`src/rtl/kyber_pkg.sv`:
```
// Shared Kyber constants and the add/subtract operation encoding.
package kyber_pkg;

    localparam int KYBER_Q   = 3329;
    localparam int KYBER_N   = 256;
    localparam int COEFF_WID = 12;

    typedef enum logic {
        OP_ADD = 1'b0,
        OP_SUB = 1'b1
    } op_mode_t;

endpackage

```
`src/rtl/mod_addsub_lane.sv`:
```
// One coefficient lane: stage-1 sum/difference and stage-2 conditional
// subtraction, both purely combinational; the pipeline registers live in the top.
module mod_addsub_lane
    import kyber_pkg::*;
#(
    parameter int DATA_WID = COEFF_WID,
    parameter int Q        = KYBER_Q
) (
    input  logic [DATA_WID-1:0] a,
    input  logic [DATA_WID-1:0] b,
    input  op_mode_t            mode,
    input  logic [DATA_WID:0]   s_in,
    output logic [DATA_WID:0]   s_out,
    output logic [DATA_WID-1:0] c_out,
    output logic                out_of_range
);

    localparam logic [DATA_WID:0] Q_EXT = (DATA_WID + 1)'(Q);

    logic [DATA_WID:0] a_ext;
    logic [DATA_WID:0] b_ext;
    logic [DATA_WID:0] c_full;

    assign a_ext = {1'b0, a};
    assign b_ext = {1'b0, b};

    // Adding Q before the difference keeps the subtract result non-negative,
    // so both modes share the same single conditional-subtract reduction.
    always_comb begin
        if (mode == OP_SUB) begin
            s_out = a_ext - b_ext + Q_EXT;
        end else begin
            s_out = a_ext + b_ext;
        end
    end

    always_comb begin
        if (s_in >= Q_EXT) begin
            c_full = s_in - Q_EXT;
        end else begin
            c_full = s_in;
        end
    end

    assign c_out        = c_full[DATA_WID-1:0];
    assign out_of_range = (a_ext >= Q_EXT) || (b_ext >= Q_EXT);

endmodule

```
`src/rtl/poly_mod_addsub.sv`:
```
// Two-stage streaming modular add/subtract of polynomials, LANES coefficients
// per beat, with whole-pipeline stall, per-polynomial mode latch and last tagging.
module poly_mod_addsub
    import kyber_pkg::*;
#(
    parameter int LANES    = 4,
    parameter int DATA_WID = COEFF_WID,
    parameter int Q        = KYBER_Q,
    parameter int N        = KYBER_N
) (
    input  logic                      clk,
    input  logic                      rst,
    input  logic                      mode,
    input  logic                      in_valid,
    output logic                      in_ready,
    input  logic [LANES*DATA_WID-1:0] in_a,
    input  logic [LANES*DATA_WID-1:0] in_b,
    output logic                      out_valid,
    input  logic                      out_ready,
    output logic [LANES*DATA_WID-1:0] out_c,
    output logic                      out_last,
    output logic                      range_err
);

    localparam int BEATS = N / LANES;
    localparam int CNT_W = (BEATS > 1) ? $clog2(BEATS) : 1;
    localparam int S_WID = DATA_WID + 1;
    localparam logic [CNT_W-1:0] LAST_BEAT = CNT_W'(BEATS - 1);

    logic [LANES*S_WID-1:0]    s1_d, s1_q;
    logic                      v1_d, v1_q;
    logic                      last1_d, last1_q;
    logic [LANES*DATA_WID-1:0] c_d, c_q;
    logic                      v2_d, v2_q;
    logic                      last2_d, last2_q;
    logic [CNT_W-1:0]          cnt_d, cnt_q;
    op_mode_t                  mode_d, mode_q;
    logic                      range_err_d, range_err_q;

    logic                      advance;
    logic                      accept;
    op_mode_t                  beat_mode;
    logic [LANES*S_WID-1:0]    s_lane;
    logic [LANES*DATA_WID-1:0] c_lane;
    logic [LANES-1:0]          lane_oor;

    // The whole pipeline moves together; it only freezes when the output
    // register holds a beat the consumer has not taken.
    assign advance   = !(v2_q && !out_ready);
    assign accept    = in_valid && advance;
    assign beat_mode = (cnt_q == '0) ? op_mode_t'(mode) : mode_q;

    generate
        for (genvar gi = 0; gi < LANES; gi++) begin : g_lane
            mod_addsub_lane #(
                .DATA_WID (DATA_WID),
                .Q        (Q)
            ) u_lane (
                .a            (in_a[gi*DATA_WID +: DATA_WID]),
                .b            (in_b[gi*DATA_WID +: DATA_WID]),
                .mode         (beat_mode),
                .s_in         (s1_q[gi*S_WID +: S_WID]),
                .s_out        (s_lane[gi*S_WID +: S_WID]),
                .c_out        (c_lane[gi*DATA_WID +: DATA_WID]),
                .out_of_range (lane_oor[gi])
            );
        end
    endgenerate

    always_comb begin
        s1_d    = s1_q;
        v1_d    = v1_q;
        last1_d = last1_q;
        c_d     = c_q;
        v2_d    = v2_q;
        last2_d = last2_q;
        if (advance) begin
            s1_d    = s_lane;
            v1_d    = in_valid;
            last1_d = in_valid && (cnt_q == LAST_BEAT);
            c_d     = c_lane;
            v2_d    = v1_q;
            last2_d = last1_q;
        end
    end

    always_comb begin
        cnt_d       = cnt_q;
        mode_d      = mode_q;
        range_err_d = range_err_q;
        if (accept) begin
            cnt_d       = (cnt_q == LAST_BEAT) ? '0 : cnt_q + CNT_W'(1);
            mode_d      = beat_mode;
            range_err_d = range_err_q || (|lane_oor);
        end
    end

    always_ff @(posedge clk) begin
        if (rst) begin
            s1_q        <= '0;
            v1_q        <= 1'b0;
            last1_q     <= 1'b0;
            c_q         <= '0;
            v2_q        <= 1'b0;
            last2_q     <= 1'b0;
            cnt_q       <= '0;
            mode_q      <= OP_ADD;
            range_err_q <= 1'b0;
        end else begin
            s1_q        <= s1_d;
            v1_q        <= v1_d;
            last1_q     <= last1_d;
            c_q         <= c_d;
            v2_q        <= v2_d;
            last2_q     <= last2_d;
            cnt_q       <= cnt_d;
            mode_q      <= mode_d;
            range_err_q <= range_err_d;
        end
    end

    assign in_ready  = advance;
    assign out_valid = v2_q;
    assign out_c     = c_q;
    assign out_last  = last2_q;
    assign range_err = range_err_q;

endmodule

```
`config.mk`:
```
export PLATFORM = sky130hd
export DESIGN_NAME = poly_mod_addsub
export DESIGN_NICKNAME = d
export VERILOG_FILES = /design/src/rtl/kyber_pkg.sv /design/src/rtl/mod_addsub_lane.sv /design/src/rtl/poly_mod_addsub.sv
export SDC_FILE = /design/constraint.sdc
export NUM_CORES = 1
export LEC_CHECK = 0
export CAP_MARGIN = 20
export CORE_ASPECT_RATIO = 0.9
export CORE_MARGIN = 2
export CORE_UTILIZATION = 28
export DETAILED_ROUTE_END_ITERATION = 6
export HOLD_SLACK_MARGIN = 0.06
export RECOVER_POWER = 50
export SYNTH_ARGS = -nofsm -noshare
export SYNTH_HDL_FRONTEND = slang
export SYNTH_SLANG_ARGS = --single-unit
```
`constraint.sdc`:
```
create_clock -name clk -period 2.77 [get_ports clk]
set_input_delay 0.554 -clock clk [delete_from_list [all_inputs] [get_ports clk]]
set_output_delay 0.554 -clock clk [all_outputs]
set_load 0.01 [all_outputs]
```
After elaboration in Yosys (flattened, before gate mapping) --
Cells that the tools add are included.
Storage, ports and cells: register bits after elaboration 112, output and inout bits 52
Cells by class: reductions and logical operators 12, multiplexer cells 10, equality and inequality tests 1, add/subtract/negate cells 17, order comparisons 12
Operators by type and width (number):
- >= comparator 12 bit, second input constant | 8
- adder 12 x 12 -> 13 bit | 4
- adder 13 x 12 -> 13 bit, second input constant | 4
- >= comparator 13 x 12 -> 1 bit, second input constant | 4
- 2-to-1 mux 13 bit | 4
- subtractor 12 x 12 -> 13 bit | 4
- 2-to-1 mux 12 bit | 4
- subtractor 12 bit, second input constant | 4
- adder 6 x 1 -> 6 bit, second input constant | 1
- equality test 6 bit, second input constant | 1
- zero test 6 bit | 1
- 2-to-1 mux 6 bit | 1
- logical OR 1 bit | 5
- OR reduction 4 bit | 1
- logical AND 1 bit | 3
- zero test 1 bit | 2
- 2-to-1 mux 1 bit | 1

Depth between registers and ports, before layout --
Gate-level depths: netlist (run 1).
depth after elaboration 4, gate-level depth with buffers 13, depth with buffers taken out 13

By module --
Synthesis (run 1) repeated with hierarchy kept, for this count alone.
Second synthesis, totals: cells, all modules 1493, area, all modules 11136.9 µm²
By module, submodules not included:
- poly_mod_addsub | area each 4012.6 µm², times used 1, cells each 504
- mod_addsub_lane (g_lane[0].u_lane ...) | area each 1809.2 µm², times used 2, cells each 250
- mod_addsub_lane (g_lane[1].u_lane) | area each 1752.9 µm², times used 1, cells each 245
- mod_addsub_lane (g_lane[3].u_lane) | area each 1752.9 µm², times used 1, cells each 244

Worst setup path after synthesis (run 1) --
Ideal clock, no wire load.
kind input port to flip-flop, start point input in_a[13], end point register s1_q[24], slack -99 ps, arrival time 2766 ps, setup time 103 ps, stages 13, path buffers 0, required time 2667 ps, cells stage by stage inv_1 > ha_1 > inv_1 > ha_1 > inv_1 > fa_1 > nand2b_1 > a21oi_1 > nor4_1 > o41ai_1 > xor2_1 > nor2_1 > a2111oi_2
On the way: cells in the longest elaborated chain, start to end 3
RTL lines:
- start, declared | RTL line poly_mod_addsub.sv:16 | input logic [LANES*DATA_WID-1:0] in_a,
- subtractor 12 x 12 -> 13 bit | RTL line mod_addsub_lane.sv:31 | s_out = a_ext - b_ext + Q_EXT;
- adder 13 x 12 -> 13 bit | RTL line mod_addsub_lane.sv:31
- 2-to-1 mux 13 bit * | RTL line mod_addsub_lane.sv:30 | if (mode == OP_SUB) begin
- end signal, assigned | RTL line poly_mod_addsub.sv:100 | s1_q <= '0;
- end signal, assigned | RTL line poly_mod_addsub.sv:110 | s1_q <= s1_d;
- end, declared | RTL line poly_mod_addsub.sv:30 | logic [LANES*S_WID-1:0] s1_d, s1_q;
Every way passes the cells marked *; elsewhere a longest branch is shown, timed or not. A chain may end at the register's enable or synchronous reset.

Worst setup path in the final report (run 1) --
start point input in_b[3], end point register s1_q[8]
On the way: cells in the longest elaborated chain, start to end 3
RTL lines:
- start, declared | RTL line poly_mod_addsub.sv:17 | input logic [LANES*DATA_WID-1:0] in_b,
- subtractor 12 x 12 -> 13 bit | RTL line mod_addsub_lane.sv:31
- adder 13 x 12 -> 13 bit | RTL line mod_addsub_lane.sv:31
- 2-to-1 mux 13 bit * | RTL line mod_addsub_lane.sv:30
Marked as above.

==> results of run 1 <==
==> sequential cells by signal (all words and copies together) (netlist names) <==
| signal | count |
|---|---|
| out_last | 1 |
| mode_q | 1 |
| out_valid | 1 |
| out_c | 48 |
| range_err | 1 |
| last1_q | 1 |
| s1_q | 52 |
| v1_q | 1 |
| cnt_q | 6 |
==> metal layers <==
| metal | up-vias | part of all wire | track usage |
|---|---|---|---|
| li1 | 5608 | - | - |
| met1 | 5032 | 0.49 | 0.235 |
| met2 | 155 | 0.47 | 0.280 |
| met3 | 20 | 0.035 | 0.0246 |
| met4 | 0 | 0.0077 | 0.0207 |
| met5 | - | 0 | 0 |
==> layout by cell type, fill, tap and decap left out, types with 24 or more instances in the layout <==
| cell | count |
|---|---|
| a211oi_1 | 68 |
| a21oi_1 | 65 |
| buf_4 | 289 |
| clkdlybuf4s50_1 | 79 |
| dfxtp_1 | 112 |
| dlygate4sd3_1 | 51 |
| ha_1 | 117 |
| ha_4 | 24 |
| inv_1 | 108 |
| nand2_1 | 88 |
| nand2b_1 | 24 |
| nand3_1 | 24 |
| nor2_1 | 177 |
| nor3_1 | 42 |
| nor4_1 | 30 |
| o21ai_0 | 31 |
| xnor2_1 | 56 |
| xor2_1 | 40 |
==> what timing repair did <==
action / in CTS / in global routing
gates resized for setup: 55 / 89
endpoints found under the setup margin: 20 / 23
pin swaps: 27 / 36
buffers inserted: 2 / 9
hold buffers: 0 / 0
==> worst max-delay path: cells and delay by family <==
family / cells / cell delay [ns]
fa+ha+maj: 2 / 0.47
compound gates: 4 / 0.91
buf+inv: 2 / 0.58
simple gates: 2 / 0.36
xor+xnor: 1 / 0.11
==> per-stage QoR <==
| step | TNS (ns) | setup WS (ns) |
|---|---|---|
| after floorplan | 0 | 0.0541 |
| after global placement | -12.18 | -0.560 |
| after detailed placement | -13.38 | -0.633 |
| after CTS | 0 | 0.000255 |
| after global routing | -0.0376 | -0.0226 |
| final | 0 | 0.0575 |
==> power by group through the flow <==
stage          Sequential [W]  Combinational, W  Clock (W)
6_report              0.00212           0.00340    0.00129
3_5_place_dp          0.00218           0.00323          0
5_1_grt               0.00216           0.00374    0.00140
3_3_place_gp          0.00217           0.00319          0
2_1_floorplan         0.00216           0.00177          0
4_1_cts               0.00214           0.00333    0.00133
==> cell families after synthesis <==
logic type                 Yosys count  synth area share
AOI/OAI and AO/OA                  332             0.222
xor gates and xnor gates            96            0.0810
adders and majority gates          158             0.196
buffers and inverters              162            0.0598
DFF                                112             0.216
muxes                                5           0.00530
and+or+nand+nor                    475             0.220
==> how the worst min path moves through the flow <==
stage,startpoint,end,slack (ns),depth (start not counted)
after global placement,out_c[25],out_c[25],0.44,2
after global routing,out_c[25],out_c[25],0.48,2
after floorplan,last1_q,last1_q,0.44,2
after detailed placement,out_c[25],out_c[25],0.45,2
after CTS,out_c[25],out_c[25],0.46,2
final,out_c[25],out_c[25],0.45,2
==> cell type report <==
| type | instances | area, um^2 | share of cell area |
|---|---|---|---|
| clock buffer | 10 | 239 | 0.0155 |
| clock inverter | 6 | 51.3 | 0.00332 |
| inverter | 115 | 434 | 0.0281 |
| multi-input combinational | 1066 | 8160 | 0.528 |
| sequential | 112 | 2240 | 0.145 |
| tap | 476 | 596 | 0.0385 |
| timing repair buffer | 444 | 3740 | 0.242 |
==> qor.yml, run 1 <==
status: "complete, no violations"
power.switching_w: 0.00255
dp.cells: 2202
leakage_nw: 7.04
timing.final.crit_period_ns: 2.71
synth.avg_cell_area_um2: 7.74
synth_edf_count: 0
antenna_cells: 0
synth_fp_nets: 1599
drtIter0Drc: 388
grt_max_degree: 93
drv_slew: 0
viasPerCell: 4.85
wl_per_cell_um: 15.2
first_global_vias: 10400
maxSlewHeadroom: 0.126
finalInstanceArea_um2: 15500
yosysTopAreaCell: "dfxtp_1"
vdd_drop_max_v: 0.000322
initial_core_util: 0.286
clock_latency_ns: 0.36
ys_ff_latch: 112
ff2ff_setup_slack_ns: 0.32
setup_violations: 0
power.density_nw_per_um2: 441
cp.arrival_ns: 2.98
drv_cap: 0
die_y_um: 187
cts_sinks: 112
min_path_type: "register to register"
post-route-util: 0.426
finalClockSkew_ns: 0.0111
dieWidth_um: 207
end_kind: "register"
worst_pin_slew_ns: 1.31
synthToLayoutAreaGrowth_pct: 49.0
cts_buffer_depth: 2
synth.distinct_cells: 72
synth_cells: 1340
gr-usage-all-layers: 0.168
nets: 2007
crit_slowest_cell: "clkdlybuf4s50_1"
cp-startpoint: "in_b[3]"
endpoint: "s1_q[8]"
ys_top_cells_by_area: "dfxtp_1, ha_1, nor2_1"
numCtsBuffers: 9
cts_tree: "done"
gp_congestion: 0.880
ys.flop_type: "dfxtp_1"
p_int_w: 0.00426
stdcell_count: 2229
place_hpwl_um: 27600
n_fill_cell: 3718
sw_frac_of_total: 0.374
firstDrtPassIters: 5
fp.coreArea_um2: 36300
comb_power_share: 0.499
critPathKind: "primary input to register"
worstPathRequired_ns: 3.04
yosys.area.top_type_share: 0.216
cts.clk_slew.worst_paths_ns: 0.08
numPortBuffers: 152
ys_warn_count: 0
holdWs_ns: 0.448
period_share: 0.979
clockRootBuffer: "clkbuf_16"
async_flop_share: 0
antenna_found_initial: 0
post-route-drc-count: 0
wirelength_um: 33800
cp-start-kind: "primary input"
rows: 66
synthesis.area_um2: 10400
cts_max_level: 3
grt_pass1_wl_um: 52700
yosys.cell_count.top_type: "nor2_1"
yosysSeqAreaShare: 0.216
postRouteAntennaNets: 0
worstReg2RegStart: "cnt_q[0]"
dieArea_um2: 38600
io_pins: 153
grt-ovfl-total: 0
r2r_end: "s1_q[51]"
layout-drive-gt1-share: 0.246
r2r_cells: 7
cp_max_fo: 6
power.total_w: 0.00682
clockPowerShare: 0.189
max_stage_delay_ns: 0.50
max_freq_ghz: 0.369
crit_chain: "clkdlybuf4s50_1 -> inv_1 -> ha_4 -> ha_1 -> a211oi_2 -> nor2_2 -> a31o_4 -> or2_2 -> a21o_1 -> xnor2_1 -> a211oi_1"
seq_power_share: 0.312
place_area_um2: 14500
rsz0062_at_grt: "yes"
hold_viol_final: 0
via_count: 10800
synthTopCellsByCount: "nor2_1, ha_1, inv_1"
(Power assumes the default switching activity.)
==> inputs of run 2 (changes only) <==
--- a/config.mk
+++ b/config.mk
@@ -10,7 +10,7 @@
 export CORE_MARGIN = 2
 export CORE_UTILIZATION = 28
 export DETAILED_ROUTE_END_ITERATION = 6
-export HOLD_SLACK_MARGIN = 0.06
+export HOLD_SLACK_MARGIN = 0.12
 export RECOVER_POWER = 50
 export SYNTH_ARGS = -nofsm -noshare
 export SYNTH_HDL_FRONTEND = slang
==> constraint.sdc (replaced) <==
create_clock -name clk -period 3.18 [get_ports clk]
set_input_delay 0.636 -clock clk [delete_from_list [all_inputs] [get_ports clk]]
set_output_delay 0.636 -clock clk [all_outputs]
set_load 0.01 [all_outputs]
==> qor.yml, run 2 (same netlist as run 1, synthesis figures left out) <==
status: "complete, no violations"  # unchanged
fp.coreArea_um2: 36300  # unchanged
stdcell_count: 2087  # was 2229
dieWidth_um: 207  # unchanged
vdd_drop_max_v: 0.000253  # was 0.000322 V
antenna_cells: 0  # unchanged
place_hpwl_um: 26900  # was 27600 um
io_pins: 153  # unchanged
critPathKind: "primary input to register"  # unchanged
r2r_end: "s1_q[15]"  # was s1_q[51]
drv_slew: 0  # unchanged
postRouteAntennaNets: 0  # unchanged
timing.final.crit_period_ns: 3.01
cts_tree: "done"  # unchanged
min_from: "out_last"  # was out_c[25]
holdWs_ns: 0.450  # was 0.448 ns
post-route-drc-count: 0  # unchanged
grt_pass1_wl_um: 51300  # was 52700 um
grt_use_met2: 0.265  # was 0.280
rows: 66  # unchanged
met1_usage: 0.232  # was 0.235
numCtsBuffers: 9  # unchanged
die_y_um: 187  # unchanged
largest_register_ffs: 52  # unchanged
initial_core_util: 0.286  # unchanged
numPortBuffers: 152  # unchanged
power.density_nw_per_um2: 403  # was 441 nW/um^2
place_area_um2: 13400  # was 14500 um^2
grt-ovfl-total: 0  # unchanged
cts_sinks: 112  # unchanged
worstPathRequired_ns: 3.43  # was 3.04 ns
post-route-util: 0.379  # was 0.426
cts.clk_slew.worst_paths_ns: 0.08  # about the same
tns_ns: 0  # unchanged
drtIter0Drc: 457  # was 388
final_cell_mix: "nor2_1, ha_1, buf_4"  # was buf_4, nor2_1, ha_1
final_common_cell: "nor2_1"  # was buf_4
grt-busiest-layer: "met2"  # unchanged
worst_pin_slew_ns: 1.38  # was 1.31 ns
dieArea_um2: 38600  # unchanged
drv_cap: 0  # unchanged
cts_max_level: 3  # unchanged
whs_path_depth: 2  # unchanged
finalInstanceArea_um2: 13800  # was 15500 um^2
hold_viol_final: 0  # unchanged
cts_hold_buf: 0  # unchanged
cts_buffer_depth: 2  # unchanged
clock_latency_ns: 0.35  # was 0.36 ns
clockRootBuffer: "clkbuf_16"  # unchanged
cp_max_fo: 3  # was 6
cp-startpoint: "in_a[37]"  # was in_b[3]
nets: 1865  # was 2007
layout-drive-gt1-share: 0.127  # was 0.246
end_kind: "register"  # unchanged
antenna_found_initial: 0  # unchanged
setup_violations: 0  # unchanged
gp_congestion: 0.884  # was 0.880
firstDrtPassIters: 5  # unchanged
finalClockSkew_ns: 0.00915  # was 0.0111 ns
ff2ff_setup_slack_ns: 0.23  # was 0.32 ns
wl_per_cell_um: 15.5  # was 15.2 um
via_count: 10300  # was 10800
min_path_type: "register to register"  # unchanged
dp.cells: 2070  # was 2202
cp.arrival_ns: 3.26  # was 2.98 ns
grt_max_degree: 73  # was 93
max_freq_ghz: 0.332
gr-usage-all-layers: 0.165  # was 0.168
leakage_nw: 6.14  # was 7.04 nW
top_register: "s1_q"  # unchanged
cp-start-kind: "primary input"  # unchanged
period_share: 0.946
rsz0062_at_grt: "yes"  # unchanged
wirelength_um: 32400  # was 33800 um
grt_use_met3: 0.0213  # was 0.0246
viasPerCell: 4.93  # was 4.85
r2r_cells: 8  # was 7
maxSlewHeadroom: 0.0785  # was 0.126
min_to: "out_last"  # was out_c[25]
synthToLayoutAreaGrowth_pct: 32.6  # was 49.0%
worstReg2RegStart: "cnt_q[5]"  # was cnt_q[0]
first_global_vias: 9926  # was 10400
run 2: changes by cell type in the layout (fill, tap and decap cells not counted), moves of 7 or more:
cell / previous run / this run
buf_4: 289 / 145
ha_2: 9 / 0
o21ai_0: 31 / 42
clkdlybuf4s50_1: 79 / 99
dlymetal6s2s_1: 15 / 0
ha_4: 24 / 1
ha_1: 117 / 149
o21ai_1: 8 / 1
run 2: critical path, cell delays in order:
cell             delay [ns]
clkdlybuf4s50_1        0.47
buf_4                  0.17
fa_1                   0.45
nor2b_1                0.17
o311ai_1               0.26
buf_4                  0.18
a2111oi_0              0.10
a211o_1                0.31
xnor2_1                0.19
nand2_1                0.08
a32o_1                 0.25
run 2: metal layers:
| metal | share of wire | vias up |
|---|---|---|
| met1 | 0.49 | 4733 |
| met4 | 0.025 | 0 |
| li1 | - | 5315 |
| met5 | 0 | - |
| met2 | 0.44 | 209 |
| met3 | 0.040 | 41 |
run 2: how the worst max path moves through the flow:
stage                to  slack, ns  cells past startpoint
2_1_floorplan  s1_q[24]       0.23                     13
3_3_place_gp   s1_q[24]      -0.39                     14
3_5_place_dp   s1_q[24]      -0.38                     14
4_1_cts        s1_q[24]     0.0002                     14
5_1_grt        s1_q[24]      -0.02                     14
6_report       s1_q[49]       0.17                     11
run 2: power by group:
group	total [W]	internal, W	switching [W]
clock	0.00110	0.000559	0.000540
sequential	0.00186	0.00163	0.000230
combinational	0.00259	0.00126	0.00134
run 2: what timing repair did:
action / in CTS / in global routing
endpoints found under the setup margin: 0 / 9
gates resized for setup: 0 / 13
setup buffers: 0 / 1
run 2: cell type report:
type                            count  area [um^2]
Inverter                          115          434
Fill cell                        3809        22600
Multi-Input combinational cell   1066         7580
Tap cell                          476          596
Sequential cell                   112         2240
Timing Repair Buffer              302         2630
Clock inverter                      5         40.0
Clock buffer                       11          243
run 2: per-stage QoR:
step                setup slack [ns]  total power (W)
floorplan                      0.229          0.00341
global placement              -0.393          0.00448
detailed placement            -0.381          0.00452
CTS                         0.000158          0.00565
global route                 -0.0174          0.00597
finish                         0.171          0.00555
